==> src/rtl/cm0_dap_ap_req_ctrl.sv <==
// AP-side request sequencer: detects a DP request toggle, runs one downstream
// register access, loads the response into the CDC launch registers, then acks.
module cm0_dap_ap_req_ctrl #(
    parameter int PRESENT = 1,
    parameter int TIMEOUT = 255
) (
    input  logic        dclk,
    input  logic        apreset,
    input  logic        dp_req_ap_i,
    input  logic        ap_ack_ap_i,
    input  logic        dp_rnw_ap_i,
    input  logic [3:0]  dp_regaddr_ap_i,
    input  logic [31:0] dp_data_ap_i,
    output logic        ap_out_en_o,
    output logic        ap_wr_en_o,
    output logic        ap_ack_load_o,
    output logic [31:0] ap_data_ap_o,
    output logic        ap_err_ap_o,
    output logic        reg_req_o,
    output logic        reg_rnw_o,
    output logic [3:0]  reg_addr_o,
    output logic [31:0] reg_wdata_o,
    input  logic [31:0] reg_rdata_i,
    input  logic        reg_err_i,
    input  logic        reg_done_i
);

    typedef enum logic [2:0] {
        S_IDLE,
        S_CAPT,
        S_EXEC,
        S_RESP,
        S_ACK
    } state_t;

    localparam logic       EN  = (PRESENT != 0);
    localparam logic [7:0] TMO = 8'(TIMEOUT);

    state_t      state;
    state_t      state_nx;
    logic [7:0]  cnt;
    logic [7:0]  cnt_inc;
    logic        pending;
    logic        timeout;

    assign pending = dp_req_ap_i ^ ap_ack_ap_i;
    // Saturating increment; timeout compares the count including this cycle.
    assign cnt_inc = (cnt == 8'hFF) ? cnt : cnt + 8'd1;
    assign timeout = (cnt_inc == TMO);

    // NOTE: next state gets a default before the case so no latch is inferred.
    always_comb begin
        state_nx = state;
        case (state)
            S_IDLE:  if (pending) state_nx = S_CAPT;
            S_CAPT:  state_nx = S_EXEC;
            S_EXEC:  if (reg_done_i || timeout) state_nx = S_RESP;
            S_RESP:  state_nx = S_ACK;
            S_ACK:   state_nx = S_IDLE;
            default: state_nx = S_IDLE;
        endcase
        if (!EN) state_nx = S_IDLE;
    end

    // NOTE: sequential state uses non-blocking assignments only.
    always_ff @(posedge dclk) begin
        if (apreset) state <= S_IDLE;
        else         state <= state_nx;
    end

    always_ff @(posedge dclk) begin
        if (apreset) begin
            cnt          <= 8'd0;
            reg_rnw_o    <= 1'b0;
            reg_addr_o   <= 4'd0;
            reg_wdata_o  <= 32'd0;
            ap_data_ap_o <= 32'd0;
            ap_err_ap_o  <= 1'b0;
        end else if (EN) begin
            case (state)
                S_CAPT: begin
                    reg_rnw_o   <= dp_rnw_ap_i;
                    reg_addr_o  <= dp_regaddr_ap_i;
                    reg_wdata_o <= dp_data_ap_i;
                    cnt         <= 8'd0;
                end
                S_EXEC: begin
                    cnt <= cnt_inc;
                    // Completion has priority over a coincident timeout.
                    if (reg_done_i) begin
                        ap_data_ap_o <= reg_rnw_o ? reg_rdata_i : 32'd0;
                        ap_err_ap_o  <= reg_err_i;
                    end else if (timeout) begin
                        ap_data_ap_o <= 32'd0;
                        ap_err_ap_o  <= 1'b1;
                    end
                end
                default: ;
            endcase
        end
    end

    assign ap_out_en_o   = EN && (state == S_CAPT);
    assign reg_req_o     = EN && (state == S_EXEC);
    assign ap_wr_en_o    = EN && (state == S_RESP);
    assign ap_ack_load_o = EN && (state == S_ACK);

endmodule

==> config.mk <==
export PLATFORM = sky130hd
export DESIGN_NAME = cm0_dap_ap_req_ctrl
export DESIGN_NICKNAME = d
export VERILOG_FILES = /design/src/rtl/cm0_dap_ap_req_ctrl.sv
export SDC_FILE = /design/constraint.sdc
export NUM_CORES = 1
export LEC_CHECK = 0
export CORE_MARGIN = 2
export CORE_UTILIZATION = 44
export CTS_CLUSTER_SIZE = 20
export DETAILED_ROUTE_END_ITERATION = 8
export GPL_TIMING_DRIVEN = 0
export PLACE_DENSITY = 0.9
export SYNTH_ARGS = -nofsm -noshare
export SYNTH_HDL_FRONTEND = slang
export SYNTH_SLANG_ARGS = --single-unit
export TNS_END_PERCENT = 20
==> constraint.sdc <==
create_clock -name dclk -period 4.8 [get_ports dclk]
set_clock_uncertainty 0.15 [all_clocks]
set_input_delay 0.72 -clock dclk [delete_from_list [all_inputs] [get_ports dclk]]
set_output_delay 0.72 -clock dclk [all_outputs]
set_load 0.02 [all_outputs]
==> Word level (Yosys, flattened, before mapping) <==
Index checks and enable logic that the tools add are counted.
{ "word_totals": {"register_bits": 81, "latchBits": 0, "ramBits": 0, "mem_bits_ro": 0, "in_bits": 75, "out_inout_bits": 74, "n_memories": 0} }
{ "classes": {"add_sub_neg": 1, "multipliers": 0, "n_div": 0, "n_lt_le_gt_ge": 0, "eq_ne": 8, "shifts": 0, "mux": 10, "bitwise_logic": 1, "reduce_logical": 6} }
{ "ops": {"columns": ["cell", "n"], "rows": [
  ["32-bit two-way mux", 3],
  ["8-bit equality test (second input constant)", 2],
  ["8-bit case mux with 2 select lines", 1],
  ["3-bit case mux with 4 select lines", 1],
  ["8-bit by 1-bit adder with 8-bit output (second input constant)", 1],
  ["8-bit two-way mux", 1],
  ["3-bit by 2-bit equality test with 1-bit output (second input constant)", 2],
  ["3-bit two-way mux", 2],
  ["2-bit AND reduction", 2],
  ["2-bit nonzero test", 2],
  ["3-bit by 1-bit equality test with 1-bit output (second input constant)", 1],
  ["3-bit equality test (second input constant)", 1],
  ["3-bit zero test", 1],
  ["1-bit two-way mux", 2],
  ["2-bit by 1-bit inequality test with 1-bit output (second input constant)", 1],
  ["2-bit inequality test (second input constant)", 1],
  ["1-bit logical OR", 1],
  ["1-bit XOR", 1]
]} }

==> Depth between registers and ports, before layout <==
{ "depth": {"word_depth": 6, "ltp_mapped": 7, "depth_no_buf": 6} }

==> Worst setup path before layout <==
Ideal clock, no wire load.
{ "synth_path": {"path_type": "register to output", "startpoint": "reg state[1]", "endpoint": "out ap_out_en_o", "arrival_ps": 1362, "path_slack_ps": 2568, "path_stages_with_launch": 6, "path_buffers": 3, "cell_sequence": "dfxtp_1 > buf_4 > or3b_1 > clkbuf_1 > inv_2 > clkbuf_1"} }
{ "synth_via": {"elab_chain_len": 1} }
{ "synth_rtl": {"columns": ["item", "line", "rtl"], "rows": [
  ["start: declaration", "39", "state_t state;"],
  ["start signal: assignment", "68", "else state <= state_nx;"],
  ["3-bit by 1-bit equality test with 1-bit output", "103", "assign ap_out_en_o = EN && (state == S_CAPT);"],
  ["end: declaration", "14", "output logic ap_out_en_o,"]
]} }
Every way passes these cells.

==> Worst setup path in the final report <==
{ "layout_path": {"startpoint": "reg state[0]", "endpoint": "out ap_out_en_o"} }
Same word-level chain as after synthesis.

==> flow_metrics.tcl <==
set metrics [dict create \
    status "complete, no violations" \
    power_switching_w 0.000457 \
    grt_pass1_wl_um 13900 \
    fin_crit_sh_pct 70.8 \
    fill_cells 517 \
    track_usage_pct 22.2 \
    antennaDiodeCount 0 \
    p_int_w 0.00112 \
    dp_hpwl_um 6940 \
    area_growth_syn_to_layout_pct 55.4 \
    clk_pin_slew_ns 0.08 \
    syn_nets 428 \
    p_clk_share_pct 31.0 \
    cts_inserted_buffers 9 \
    pwr-share-comb_pct 22.4 \
    cts_tree "yes" \
    synth-edff-count 0 \
    dieArea_um2 8040 \
    yosys_warnings 0 \
    fp.dieW_um 89.7 \
    grt_pass1_vias 3059 \
    drc 0 \
    detail_route.wirelength_um 9310 \
    report.final.hold_viol_count 0 \
    cap_violations 0 \
    routed_via_density 5.20 \
    swShare_pct 29.0 \
    power_frac_seq_pct 46.7 \
    start_util_pct 45.0 \
    drive_gt1_share_pct 7.18 \
    highest_layer "met4" \
    worstMarginPinSlew_ns 0.539 \
    synth_area_per_cell_um2 9.17 \
    ys_seq_area_share_pct 50.2 \
    globalplace.congestion 0.843 \
    rows 31 \
    end_kind "primary output" \
    clkLatencyLatePin_ns 0.34 \
    cp-start-kind "flop" \
    drtIter0Drc 90 \
    clockBufferDepth 2 \
    post_dp_cell_area_um2 4820 \
    overflow 0 \
    hold_path_class "reg -> reg" \
    ant_nets 0 \
    ys.flop_type "dfxtp_1" \
    max-slew-margin-rel_pct 63.8 \
    synth-seq-cells 81 \
    grt_max_degree 15 \
    leakage_nw 2.10 \
    cp_max_fo 10 \
    tns_ns 0 \
    finalInstanceArea_um2 5020 \
    avgRoutedWirePerCell_um 15.2 \
    via_count 3195 \
    ios 149 \
    synth_area_um2 3230 \
    cts_sinks 81 \
    powerDensity_nw_per_um2 315 \
    max_freq_mhz 294 \
    synth.distinct_cells 42 \
    async_reset_ff_share_pct 0 \
    antenna_found_initial 0 \
    whs_ns 0.305 \
    wl_met1_um 3870 \
    htreeDepth 3 \
    required_ns 3.93 \
    die_h_um 89.7 \
    portBuffers 147 \
    finalSetupViolations 0 \
    nets 586 \
    syn_inst 352 \
    arrival_ns 2.53 \
    crit_type "reg -> out" \
    core-area_um2 7180 \
    cts-root-buf "clkbuf_8" \
    rsz0062_at_grt "false" \
    power_w 0.00158 \
    wl_met2_um 4200 \
    met3_length_um 1020 \
    drt-pass1-iter-count 4 \
    peakVddDrop_mv 0.236 \
    cts_hold_buf 0 \
    post_cts_buffers 0 \
    drv_slew 0 \
    period_needed_ns 3.40 \
    ctsResizeCount 0 \
]
## sequential cells by signal (all words and copies together) (netlist names)
name	cells
cnt	8
reg_addr_o	4
ap_err_ap_o	1
ap_data_ap_o	32
reg_wdata_o	32
reg_rnw_o	1
state	3
## cell type report
type | instances | area (um^2) | share of cell area (%)
tap | 99 | 124 | 2.47
clock buffer | 10 | 128 | 2.54
multi-input combinational | 240 | 1430 | 28.5
timing repair buffer | 147 | 1470 | 29.3
sequential | 81 | 1620 | 32.3
buffer | 26 | 156 | 3.12
clock inverter | 6 | 65.1 | 1.30
inverter | 5 | 18.8 | 0.374
## synthesized netlist by cell type, types with 2 or more instances
cell           number  share of area (%)
nand3_1             4               0.62
a21oi_1            40                6.2
and3_4              2               0.70
a31oi_1             4               0.78
inv_1               3               0.35
nor3_1              6               0.93
clkbuf_1           12                1.4
buf_4               2               0.46
nand2b_1            2               0.39
nor2_1              6               0.70
dfxtp_1            81                 50
nand4_1             2               0.39
a311oi_1            2               0.54
a21o_1             32                7.4
dlygate4sd1_1       3               0.81
buf_6               4                1.4
buf_2               5               0.78
and3_1              2               0.39
inv_2               2               0.23
nand2_1            81                9.4
a22o_1             32                8.7
o21ai_0             5               0.78
## critical path, cell delays in order, from the launching register on
cell	delay, ns
dfxtp_1	0.46
or3b_1	0.38
clkbuf_1	0.15
inv_2	0.12
clkbuf_1	0.38
clkdlybuf4s50_1	0.69
## logic make-up after synthesis
logic type,count (synthesis),synth area share (%)
AO/OA/AOI/OAI,122,27.2
AND/OR/NAND/NOR,114,15.9
flip-flops,81,50.2
buffers and inverters,31,5.43
XOR/XNOR,2,0.543
multiplexers,1,0.310
adder cells (fa/ha/maj),1,0.388
## metrics by stage
step	util, %	setup WS [ns]	cells
after floorplan	-	2.57	352
after global placement	67.2	1.80	598
after detailed placement	67.2	1.76	598
after CTS	69.9	1.35	614
after global routing	69.9	1.24	614
final	69.9	1.40	614
## worst paths after layout
kind              slack (ns)  depth (start not counted)          endpoint            from
hold reg to reg         0.31                          2    reg_wdata_o[8]  reg_wdata_o[8]
setup reg to reg        2.39                          7  ap_data_ap_o[28]          cnt[0]
setup / recovery        1.40                          5       ap_out_en_o        state[0]
hold / removal          0.31                          2    reg_wdata_o[8]  reg_wdata_o[8]
## placed cells by master (no fill, tap or decap), types with 2 or more instances in the layout
master,n
a22o_1,32
nor2_1,6
a31oi_1,4
inv_6,2
nand2_1,81
nand4_1,2
a21oi_1,40
clkbuf_1,13
buf_4,2
a311oi_1,2
nand3_1,4
dfxtp_1,81
buf_6,4
o21ai_0,5
inv_2,2
and3_4,2
buf_2,5
clkinv_2,2
nand2b_1,2
inv_1,3
dlygate4sd1_1,3
and3_1,2
clkdlybuf4s50_1,147
nor3_1,6
clkbuf_8,9
a21o_1,32
## routing by layer
layer	track usage [%]	vias to the layer above
met5	0	-
met4	8.68	0
met3	9.51	21
met2	37.0	141
met1	25.2	1478
li1	-	1555
## power by group through the flow
stage | logic, W | registers [W] | clock network (W)
after floorplan | 0.000135 | 0.000789 | 0
after global placement | 0.000342 | 0.000748 | 0
after detailed placement | 0.000351 | 0.000751 | 0
after CTS | 0.000354 | 0.000736 | 0.000497
after global routing | 0.000380 | 0.000741 | 0.000521
final | 0.000353 | 0.000736 | 0.000489
Power figures use the tool's default switching activity.
